--- config.mk ---
export PLATFORM = sky130hd
export DESIGN_NAME = sram_port_arbiter
export DESIGN_NICKNAME = d
export VERILOG_FILES = /design/src/rtl/sram_port_arbiter.sv
export SDC_FILE = /design/constraint.sdc
export NUM_CORES = 1
export LEC_CHECK = 0
export CAP_MARGIN = 30
export CELL_PAD_IN_SITES_DETAIL_PLACEMENT = 1
export CELL_PAD_IN_SITES_GLOBAL_PLACEMENT = 2
export CORE_MARGIN = 10
export CORE_UTILIZATION = 43
export DETAILED_ROUTE_END_ITERATION = 6
export DONT_BUFFER_PORTS = 1
export GPL_ROUTABILITY_DRIVEN = 0
export GPL_TIMING_DRIVEN = 0
export HOLD_SLACK_MARGIN = 0.12
export PLACE_DENSITY_LB_ADDON = 0.1
export SLEW_MARGIN = 20
export SYNTH_ARGS = -nofsm -noshare
export SYNTH_HDL_FRONTEND = slang
export SYNTH_SLANG_ARGS = --single-unit
--- constraint.sdc ---
create_clock -name clk -period 6.5 [get_ports clk]
set_input_delay 0.325 -clock clk [delete_from_list [all_inputs] [get_ports clk]]
set_output_delay 0.325 -clock clk [all_outputs]
set_load 0.02 [all_outputs]
--- src/rtl/sram_port_arbiter.sv ---
// sram_port_arbiter
// Single owner of the SDRAM byte port. Shares it between ioctl download writes,
// CPU reads/writes and tape reads (tape only inside Z80 refresh windows) using
// fixed priority and one outstanding access at a time. Also produces cpu_wait.
module sram_port_arbiter #(
   parameter int AW      = 25,
   parameter int TIMEOUT = 63,
   parameter int TCACHE  = 1
) (
   input  logic          clk,
   input  logic          reset,
   // ioctl download
   input  logic          ioctl_wr,
   input  logic [AW-1:0] ioctl_addr,
   input  logic [7:0]    ioctl_data,
   output logic          ioctl_ovf,
   // CPU
   input  logic          cpu_rd,
   input  logic          cpu_we,
   input  logic [AW-1:0] cpu_addr,
   input  logic [7:0]    cpu_din,
   output logic [7:0]    cpu_dout,
   output logic          cpu_wait,
   // tape
   input  logic          rfsh_n,
   input  logic          tape_rd,
   input  logic [AW-1:0] tape_addr,
   output logic [7:0]    tape_data,
   output logic          tape_valid,
   // sram core
   output logic          mem_req,
   output logic          mem_we,
   output logic [AW-1:0] mem_addr,
   output logic [7:0]    mem_din,
   input  logic          mem_ack,
   input  logic [7:0]    mem_dout
);

   localparam int CW = (TIMEOUT < 2) ? 1 : $clog2(TIMEOUT);

   typedef enum logic [1:0] {S_IDLE, S_ISSUE, S_WAIT} state_t;
   typedef enum logic [1:0] {OWN_NONE, OWN_IOC, OWN_CPU, OWN_TAPE} owner_t;

   state_t         state, state_nxt;
   owner_t         owner;
   logic [CW-1:0]  tmo_cnt;

   logic           gnt_ioc, gnt_cpu, gnt_tape;
   logic           done_ack, done_abort, done;
   logic [7:0]     rdata;

   // ioctl one-entry buffer
   logic           ioc_full;
   logic [AW-1:0]  ioc_addr;
   logic [7:0]     ioc_data;

   // CPU request latch
   logic           cpu_prev, cpu_act, cpu_rise, cpu_pend;
   logic           cpu_we_q;
   logic [AW-1:0]  cpu_addr_q;
   logic [7:0]     cpu_din_q;

   // tape request latch and one-address cache
   logic           rfsh_prev, tape_fall, tape_pend, tape_hit;
   logic [AW-1:0]  tape_addr_q;
   logic           cache_vld;
   logic [AW-1:0]  cache_addr;

   assign cpu_act   = cpu_rd | cpu_we;
   assign cpu_rise  = cpu_act & ~cpu_prev;
   assign tape_fall = rfsh_prev & ~rfsh_n;
   assign tape_hit  = (TCACHE != 0) && cache_vld && (tape_addr == cache_addr);

   // request pulse comes straight off the state so an async reset kills it at once
   assign mem_req = (state == S_ISSUE);

   assign done  = done_ack | done_abort;
   assign rdata = done_ack ? mem_dout : 8'hFF;

   // state register
   always_ff @(posedge clk or posedge reset) begin
      if (reset) state <= S_IDLE;
      else       state <= state_nxt;
   end

   // grant arbitration, completion detection and next state
   always_comb begin
      state_nxt  = state;
      gnt_ioc    = 1'b0;
      gnt_cpu    = 1'b0;
      gnt_tape   = 1'b0;
      done_ack   = 1'b0;
      done_abort = 1'b0;
      case (state)
         S_IDLE: begin
            if (ioc_full) begin
               gnt_ioc   = 1'b1;
               state_nxt = S_ISSUE;
            end else if (cpu_pend) begin
               gnt_cpu   = 1'b1;
               state_nxt = S_ISSUE;
            end else if (tape_pend && !rfsh_n) begin
               gnt_tape  = 1'b1;
               state_nxt = S_ISSUE;
            end
         end
         S_ISSUE: state_nxt = S_WAIT;
         S_WAIT: begin
            if (mem_ack) begin
               done_ack  = 1'b1;
               state_nxt = S_IDLE;
            end else if (tmo_cnt == CW'(TIMEOUT - 1)) begin
               done_abort = 1'b1;
               state_nxt  = S_IDLE;
            end
         end
         default: state_nxt = S_IDLE;
      endcase
   end

   // WAIT-cycle counter, cleared while the request pulse is out
   always_ff @(posedge clk or posedge reset) begin
      if (reset)                tmo_cnt <= '0;
      else if (state == S_ISSUE) tmo_cnt <= '0;
      else if (state == S_WAIT)  tmo_cnt <= tmo_cnt + 1'b1;
   end

   // request registers loaded at grant and held through the access
   always_ff @(posedge clk or posedge reset) begin
      if (reset) begin
         owner    <= OWN_NONE;
         mem_we   <= 1'b0;
         mem_addr <= '0;
         mem_din  <= '0;
      end else if (gnt_ioc) begin
         owner    <= OWN_IOC;
         mem_we   <= 1'b1;
         mem_addr <= ioc_addr;
         mem_din  <= ioc_data;
      end else if (gnt_cpu) begin
         owner    <= OWN_CPU;
         mem_we   <= cpu_we_q;
         mem_addr <= cpu_addr_q;
         mem_din  <= cpu_din_q;
      end else if (gnt_tape) begin
         owner    <= OWN_TAPE;
         mem_we   <= 1'b0;
         mem_addr <= tape_addr_q;
         mem_din  <= '0;
      end
   end

   // ioctl buffer: a strobe in the grant cycle refills it; a strobe while full is lost
   always_ff @(posedge clk or posedge reset) begin
      if (reset) begin
         ioc_full  <= 1'b0;
         ioc_addr  <= '0;
         ioc_data  <= '0;
         ioctl_ovf <= 1'b0;
      end else if (ioctl_wr) begin
         if (!ioc_full || gnt_ioc) begin
            ioc_full <= 1'b1;
            ioc_addr <= ioctl_addr;
            ioc_data <= ioctl_data;
         end else begin
            ioctl_ovf <= 1'b1;
         end
      end else if (gnt_ioc) begin
         ioc_full <= 1'b0;
      end
   end

   // CPU request capture on the rising edge of rd|we; write wins when both are high
   always_ff @(posedge clk or posedge reset) begin
      if (reset) begin
         cpu_prev   <= 1'b0;
         cpu_pend   <= 1'b0;
         cpu_we_q   <= 1'b0;
         cpu_addr_q <= '0;
         cpu_din_q  <= '0;
      end else begin
         cpu_prev <= cpu_act;
         if (cpu_rise) begin
            cpu_pend   <= 1'b1;
            cpu_we_q   <= cpu_we;
            cpu_addr_q <= cpu_addr;
            cpu_din_q  <= cpu_din;
         end else if (gnt_cpu) begin
            cpu_pend <= 1'b0;
         end
      end
   end

   // registered wait: covers the pending request and the CPU-owned access
   always_ff @(posedge clk or posedge reset) begin
      if (reset) cpu_wait <= 1'b0;
      else       cpu_wait <= cpu_pend | ((owner == OWN_CPU) && (state != S_IDLE));
   end

   // tape request capture at window open; dropped if the window closes before grant
   always_ff @(posedge clk or posedge reset) begin
      if (reset) begin
         rfsh_prev   <= 1'b0;
         tape_pend   <= 1'b0;
         tape_addr_q <= '0;
      end else begin
         rfsh_prev <= rfsh_n;
         if (tape_fall && tape_rd && !tape_hit) begin
            tape_pend   <= 1'b1;
            tape_addr_q <= tape_addr;
         end else if (gnt_tape || rfsh_n || !tape_rd) begin
            tape_pend <= 1'b0;
         end
      end
   end

   // completion: CPU read data, tape data/valid pulse and cache update (ack only)
   always_ff @(posedge clk or posedge reset) begin
      if (reset) begin
         cpu_dout   <= '0;
         tape_data  <= '0;
         tape_valid <= 1'b0;
         cache_vld  <= 1'b0;
         cache_addr <= '0;
      end else begin
         tape_valid <= done && (owner == OWN_TAPE);
         if (done && (owner == OWN_CPU) && !mem_we)
            cpu_dout <= rdata;
         if (done && (owner == OWN_TAPE)) begin
            tape_data <= rdata;
            if (done_ack) begin
               cache_vld  <= 1'b1;
               cache_addr <= mem_addr;
            end
         end
      end
   end

endmodule

==> impl_metrics.ini, run 1 <==
[status]
status = finished, final reports clean

[yosys]
syn_inst = 580
synth.ff_latch_count = 186
synth_nets = 692
synth_edf_count = 0
synth_warnings = 0
syn_area_um2 = 7800
synth.distinct_cells = 38
syn_area_per_cell_um2 = 13.4
yosysSeqAreaShare = 0.597
async_reset_ff_frac = 1.00
synth_ff_type = dfrtp_1

[drt]
drc = 0
drt_iter0_markers = 240
vias = 5146
ant_nets = 0
drt_wl_total_um = 22400
wire_per_inst_um = 23.9
vias_per_cell = 5.47
drtPass1Iterations = 5

[final_layout]
area_delta_synth_final_pct = 24.7
stdcell_area_um2 = 9730
drive_gt1_frac = 0.265
diodes = 0
nNetsFinal = 811

[timing]
finalCritPeriodShare = 0.409
period_minus_slack_ns = 2.66
max_clock_freq_ghz = 0.376
slew_viol_final = 0
worst_pin_slew_ns = 0.943
setup_viol_count_final = 0
layout_setup_ws_ns = 3.84
skew_ns = 0.0103
timing.slew.headroom = 0.370
grt_setup_unrepaired = no
finalHoldViolations = 0

[global_route]
grt_pass1_vias = 5877
grt_pass1_wl_um = 35100
antenna_found_initial = 0
grt-ovfl-total = 0
grt_max_degree = 97
track_usage = 0.190

[cts]
cts_max_level = 4
clock_latency_ns = 0.44
clockBufferDepth = 2
clk_pin_slew_worst_paths_ns = 0.07
cts_tree = yes
clock-sinks = 186
cts_buffers = 17
postCtsSetupBuffers = 0
postCtsResizedCells = 0
root_buffer = clkbuf_16

[power]
cellPowerDensity_nw_per_um2 = 452
swShare = 0.377
p_clk_frac = 0.243
p_switching_mw = 1.65
intPower_mw = 2.74
peakVddDrop_mv = 0.296
combinationalPowerShare = 0.287
leakage_nw = 4.15
p_seq_frac = 0.470

[floorplan]
dieArea_um2 = 23900
die_w_um = 155
die_h_um = 155
core_um2 = 17900
start_util = 0.436
rows = 49
num_io_pins = 161

[placed_design]
postPlaceCellArea_um2 = 8120
dpl.hpwl_um = 15100
dp_slack_ns = 3.89
port_buffers = 0

[setup_path]
start_kind = flip-flop
r2r_slack_ns = 3.84
worst_ep_required_time_ns = 6.84
critPathMostFrequentCell = inv_1
cp_slowest_stage_delay_ns = 0.61
path_cells = inv_1, ha_1, inv_1, nor2_1, clkbuf_1, o221ai_1, o21ai_0
crit_slowest_cell = clkbuf_1
timing_worst_setup_path_type = flip-flop to flip-flop
end_kind = flip-flop
path_max_fanout = 10
critical_path_arrival_ns = 3.00

[flow_run]
cap_violations = 0

[hold_path]
hp-class = primary input to flip-flop
## Yosys cell counts (all sizes together), types with 3 or more instances
| cell | number | area [um2] |
|---|---|---|
| o221ai | 24 | 210 |
| mux2 | 134 | 1540 |
| nand2b | 31 | 201 |
| nor3 | 3 | 26.3 |
| nor2 | 5 | 18.8 |
| ha | 5 | 62.6 |
| or2 | 11 | 68.8 |
| nand2 | 38 | 143 |
| o21ai | 31 | 155 |
| dfrtp | 186 | 4650 |
| clkbuf | 19 | 71.3 |
| xnor2 | 26 | 228 |
| nand4 | 8 | 50.1 |
| a21oi | 8 | 40.0 |
| a222oi | 8 | 80.1 |
| buf | 9 | 60.1 |
| inv | 16 | 60.1 |
## through the flow
step                TNS, ns  power (mW)  hold WS [ns]  utilization  std cells
floorplan                 0        2.87         0.356            -        580
global placement    -153.88        3.23         0.358        0.452        809
detailed placement        0        3.30         0.316        0.454        810
CTS                       0        4.44         0.120        0.543        941
global route              0        4.67         0.135        0.543        941
finish                    0        4.39         0.147        0.543        941
## worst paths after layout
path	cells after the start	end	start
worst max-delay path	7	mem_addr[1]	state[0]
worst min-delay path	2	cpu_dout[7]	mem_dout[7]
worst max register to register	7	mem_addr[1]	state[0]
worst min register to register	1	cache_vld	cache_vld
max in group asynchronous	3	cpu_addr_q[13]	reset
min in group asynchronous	2	ioc_data[1]	reset
## cell type report
class	instances	area [um2]
Fill cell	1776	8180
Sequential cell	186	4650
Timing Repair Buffer	100	1020
Tap cell	229	287
Buffer	28	131
Clock inverter	14	174
Clock buffer	18	439
Inverter	16	67.6
Multi-Input combinational cell	350	2950
## per-layer routing
layer / global-route usage / part of all wire
met5: 0 / 0
met4: 0.0634 / 0.013
met3: 0.0654 / 0.076
met2: 0.309 / 0.49
met1: 0.230 / 0.42
## power groups by stage
| stage | logic [mW] | registers [mW] | clock network [mW] |
|---|---|---|---|
| final | 1.26 | 2.06 | 1.07 |
| after global placement | 1.17 | 2.06 | 0 |
| after CTS | 1.27 | 2.07 | 1.10 |
| after global routing | 1.40 | 2.13 | 1.15 |
| after detailed placement | 1.21 | 2.09 | 0 |
| after floorplan | 0.904 | 1.97 | 0 |
## critical path: cells and delay by family, from the launching register on
family	cells	cell delay [ns]
compound gates	2	0.47
flops	1	0.40
simple gates	1	0.52
fa+ha+maj	1	0.32
buf+inv	3	0.84
## cells by family (layout without fill, tap and decap cells)
| group | Yosys count | after routing | share of synthesized area |
|---|---|---|---|
| muxes | 134 | 134 | 0.197 |
| buffers and inverters | 44 | 176 | 0.0245 |
| and+or+nand+nor | 103 | 103 | 0.0706 |
| DFF | 186 | 186 | 0.597 |
| xor gates and xnor gates | 27 | 27 | 0.0303 |
| adders and majority gates | 5 | 5 | 0.00802 |
| AOI/OAI and AO/OA | 81 | 81 | 0.0725 |
## state kept, by name, summed over array words and instances, names as in the netlist, 2 cells and up
signal       count
tmo_cnt          6
state            2
mem_din          8
ioc_addr        25
ioc_data         8
tape_addr_q     25
owner            2
tape_data        8
cpu_addr_q      25
cpu_dout         8
cpu_din_q        8
mem_addr        25
cache_addr      25
## placed cells by master, fill, tap and decap left out, types with 8 or more instances in the layout
cell and instances:
xnor2_1 26, dfrtp_1 186, clkbuf_16 17, mux2_2 126, a21oi_1 8, or2_2 11
o21ai_0 31, nand2_1 38, clkbuf_1 19, nand2b_1 30, o221ai_1 24, inv_1 15
dlygate4sd3_1 99, a222oi_1 8, nand4_1 8, mux2_4 8
## what timing repair did
| item | in CTS | in global routing |
|---|---|---|
| hold endpoints to repair | 189 | 0 |
| hold buffers | 99 | 0 |
| setup endpoints to repair | 0 | 0 |
(Power assumes the default switching activity.)
==> run 2, diff against run 1 <==
clock period = 2.6 ns   (was 6.5 ns; I/O delays follow)
==> run 2 against run 1 <==
  * Largest power group unchanged
  * First-iteration DRC count decreased by 6.3%
  * Largest cell class unchanged
  * Register-to-register slack got worse by 3.6 ns
  * Routed wire length rose by 2.5%
  * Sequential cell count is the same
  * Worst setup slack worse by 3.6 ns
==> impl_metrics.ini, run 2 (synthesis results as in run 1) <==
[setup_path]
rr_worst_depth = 6
crit_end = tape_addr_q[18]
start_kind = flip-flop
r2r-start = cache_addr[4]
reg2reg_to = tape_addr_q[18]
crit_start = cache_addr[4]
path_max_fanout = 10
end_kind = flip-flop
critical_path_arrival_ns = 2.71
timing_worst_setup_path_type = flip-flop to flip-flop
worst_ep_required_time_ns = 2.91
r2r_slack_ns = 0.20

[global_route]
grt_max_degree = 36
grt_pass1_vias = 6127
antenna_found_initial = 1
grt_pass1_wl_um = 36000
track_usage = 0.195
grt-ovfl-total = 0

[drt]
wire_per_inst_um = 24.1
drc = 0
vias_per_cell = 5.44
routed.top_layer = met4
ant_nets = 0
met3_length_um = 1680
drt_wl_total_um = 23000
drt_iter0_markers = 225
drtPass1Iterations = 5
wl_met2_um = 11500
vias = 5198
wl_met1_um = 9560

[timing]
worst_pin_slew_ns = 0.943
layout_setup_ws_ns = 0.199
fin_setup_tns_ns = 0
setup_viol_count_final = 0
period_minus_slack_ns = 2.40
skew_ns = 0.00929
finalCritPeriodShare = 0.923
holdWs_ns = 0.169
slew_viol_final = 0
grt_setup_unrepaired = no
finalHoldViolations = 0
timing.slew.headroom = 0.370
max_clock_freq_ghz = 0.417

[status]
status = finished, final reports clean

[floorplan]
core_um2 = 17900
die_w_um = 155
rows = 49
dieArea_um2 = 23900
die_h_um = 155
start_util = 0.436
num_io_pins = 161

[placed_design]
postPlaceCellArea_um2 = 8230
port_buffers = 0
place_inst = 815
dpl.hpwl_um = 15700
dp_slack_ns = -0.0276

[power]
leakage_nw = 4.23
peakVddDrop_mv = 0.602
power_mw = 11.1
cellPowerDensity_nw_per_um2 = 1120

[cts]
root_buffer = clkbuf_16
clock-sinks = 186
cts_buffers = 17
clock_latency_ns = 0.43
postCtsSetupBuffers = 0
cts_max_level = 4
cts_tree = yes
clk_pin_slew_worst_paths_ns = 0.07
clockBufferDepth = 2

[final_layout]
nNetsFinal = 824
drive_gt1_frac = 0.273
layout_common_cells = dfrtp_1 (186), mux2_2 (126), dlygate4sd3_1 (107), nand2_1 (38), o21ai_0 (31)
multi_input_area_um2 = 2950
fin_util = 0.554
fillers = 1770
area_delta_synth_final_pct = 27.1
layout_commonest_cell = dfrtp_1
stdcell_area_um2 = 9910
fin_cells = 955
seqCellArea_um2 = 4650

[flow_run]
cap_violations = 0

[hold_path]
holdPathStages = 2
hp-class = primary input to flip-flop
-- run 2: worst min-delay path by stage --
stage	start	end	slack, ns
floorplan	rfsh_n	rfsh_prev	0.16
global placement	rfsh_n	rfsh_prev	0.16
detailed placement	reset	ioc_data[1]	0.07
CTS	tape_rd	tape_addr_q[24]	0.16
global route	tape_rd	tape_addr_q[20]	0.16
finish	ioctl_wr	ioc_data[7]	0.17
-- run 2: power breakdown --
part           switching (mW)  internal, mW  leakage (nW)
sequential               1.23          3.94          2.24
clock                    1.18          1.50         0.291
combinational            1.68          1.53          1.70
-- run 2: critical path, cell delays in order, from the launching register on --
cell      delay [ns]
dfrtp_1         0.39
xnor2_1         0.20
nand4_1         0.16
nor3_1          0.09
a211oi_2        0.81
buf_6           0.28
mux2_2          0.35
-- run 2: layout make-up --
| class | count | area share |
|---|---|---|
| sequential | 186 | 0.470 |
| multi-input combinational | 350 | 0.298 |
| timing repair buffer | 113 | 0.122 |
| clock buffer | 19 | 0.0457 |
| tap | 229 | 0.0289 |
| clock inverter | 13 | 0.0155 |
| buffer | 28 | 0.0138 |
| inverter | 16 | 0.00644 |
| antenna | 1 | 0.000252 |
-- run 2: timing repair --
action                                  CTS  global route
hold buffers                            107             0
endpoints found under the hold margin   187             0
endpoints found under the setup margin    9            18
gates resized for setup                   1             6
pin swaps                                 0             0
-- run 2: layer usage --
| metal | global-route usage | vias up |
|---|---|---|
| met3 | 0.0707 | 17 |
| met5 | 0 | - |
| met2 | 0.330 | 138 |
| li1 | - | 2331 |
| met4 | 0.0409 | 0 |
| met1 | 0.234 | 2712 |
==> run 3, diff against run 2 <==
CELL_PAD_IN_SITES_DETAIL_PLACEMENT = 0   (was 1)
==> run 3 against run 2 <==
  * Utilization barely moved
  * Clock skew barely moved
  * Via count fell by 2.0%
  * Worst setup slack got worse by 0.0062 ns
  * Critical path depth rose by 1
  * Clock power barely moved
  * Fmax fell by 0.26%
  * Total power fell by 1.0%
  * Final cell count fell by 0.10%
  * Sequential cell count did not move
==> impl_metrics.ini, run 3 (synthesis results as in run 1) <==
[cts]
clockBufferDepth = 2
root_buffer = clkbuf_16
cts_buffers = 17
postCtsSetupBuffers = 0
clock_latency_ns = 0.43
clock-sinks = 186
cts_max_level = 4
clk_pin_slew_worst_paths_ns = 0.07
cts_tree = yes

[global_route]
grt_max_degree = 36
grt_pass1_wl_um = 33400
track_usage = 0.180
grt_pass1_vias = 5645
grt-ovfl-total = 0
antenna_found_initial = 1

[power]
p_clk_frac = 0.245
peakVddDrop_mv = 0.669
cellPowerDensity_nw_per_um2 = 1100
p_seq_frac = 0.470
swShare = 0.359
power_mw = 10.9
leakage_nw = 4.23
p_switching_mw = 3.93
combinationalPowerShare = 0.285
intPower_mw = 7.01

[timing]
layout_setup_ws_ns = 0.193
max_clock_freq_ghz = 0.415
worst_pin_slew_ns = 0.888
slew_viol_final = 0
setup_viol_count_final = 0
finalCritPeriodShare = 0.926
finalHoldViolations = 0
skew_ns = 0.00906
fin_setup_tns_ns = 0
period_minus_slack_ns = 2.41
holdWs_ns = 0.161
timing.slew.headroom = 0.407
grt_setup_unrepaired = no

[setup_path]
crit_slowest_cell = buf_1
rr_worst_depth = 7
r2r_slack_ns = 0.19
crit_family = buffers and inverters
crit_end = ioc_addr[14]
cp_slowest_stage_delay_ns = 0.61
path_max_fanout = 10
reg2reg_to = ioc_addr[14]
cp.depth = 7
crit_start = state[0]
timing_worst_setup_path_type = flip-flop to flip-flop
start_kind = flip-flop
path_cells = inv_1, ha_1, inv_1, nand2_1, nand2_1, buf_1, mux2_2
end_kind = flip-flop
path_buf_inv = 3
worst_ep_required_time_ns = 2.92
r2r-start = state[0]
critical_path_arrival_ns = 2.72

[final_layout]
nNetsFinal = 824
fillers = 1510
layout_common_cells = dfrtp_1 (186), mux2_2 (126), dlygate4sd3_1 (107), nand2_1 (38), o21ai_0 (31)
drive_gt1_frac = 0.271
fin_cells = 954
layout_commonest_cell = dfrtp_1
area_delta_synth_final_pct = 27.0

[floorplan]
die_w_um = 155
rows = 49
core_um2 = 17900
die_h_um = 155
dieArea_um2 = 23900
num_io_pins = 161
start_util = 0.436

[drt]
vias_per_cell = 5.34
drt_wl_total_um = 21300
drtPass1Iterations = 4
drt_iter0_markers = 230
drc = 0
ant_nets = 0
wire_per_inst_um = 22.3
vias = 5093

[hold_path]
hp-class = primary input to flip-flop

[status]
status = finished, final reports clean

[placed_design]
dp_slack_ns = 0.0928
dpl.hpwl_um = 14700
place_inst = 815
port_buffers = 0

[flow_run]
cap_violations = 0
## run 3: what timing repair did
action,CTS,global route
gates resized for setup,0,6
setup endpoints to repair,0,20
hold buffers,107,0
endpoints found under the hold margin,187,0
## run 3: through the flow
step,utilization,area [um2]
finish,0.553,9910
global placement,0.452,8090
global route,0.553,9910
floorplan,-,7800
detailed placement,0.459,8230
CTS,0.553,9900
## run 3: how the worst min path moves through the flow
| stage | startpoint | to | depth (start not counted) |
|---|---|---|---|
| 3_5_place_dp | reset | ioc_data[6] | 1 |
| 6_report | tape_rd | tape_addr_q[22] | 3 |
| 4_1_cts | tape_rd | tape_addr_q[22] | 3 |
| 2_1_floorplan | rfsh_n | rfsh_prev | 0 |
| 3_3_place_gp | rfsh_n | rfsh_prev | 0 |
| 5_1_grt | tape_rd | tape_addr_q[20] | 3 |
## run 3: power by group through the flow
stage	registers [mW]	logic, mW	clock network, mW
CTS	5.16	3.16	2.75
global placement	5.17	2.91	0
floorplan	4.91	2.26	0
finish	5.15	3.12	2.68
global route	5.30	3.47	2.86
detailed placement	5.21	3.01	0
## run 3: routing by layer
metal	global-route usage	wire length [um]	vias to the layer above
met5	0	0	-
met4	0.0643	329	0
met3	0.0596	1520	18
met2	0.284	10100	132
met1	0.227	9350	2620
li1	-	-	2323
## run 3: worst register-to-register path, stage by stage, from the launching register on
cell and delay (ns):
dfrtp_1 0.38, inv_1 0.08, ha_1 0.30, inv_1 0.14
nand2_1 0.08, nand2_1 0.27, buf_1 0.62, mux2_2 0.42
## run 3: area by class of cell
class / instances / area (um2) / share of cell area
Clock buffer: 18 / 439 / 0.0443
Clock inverter: 13 / 165 / 0.0167
Tap cell: 229 / 287 / 0.0289
Timing Repair Buffer: 113 / 1210 / 0.122
Inverter: 16 / 63.8 / 0.00644
Antenna cell: 1 / 2.50 / 0.000253
Buffer: 28 / 135 / 0.0136
Multi-Input combinational cell: 350 / 2950 / 0.298
Sequential cell: 186 / 4650 / 0.470
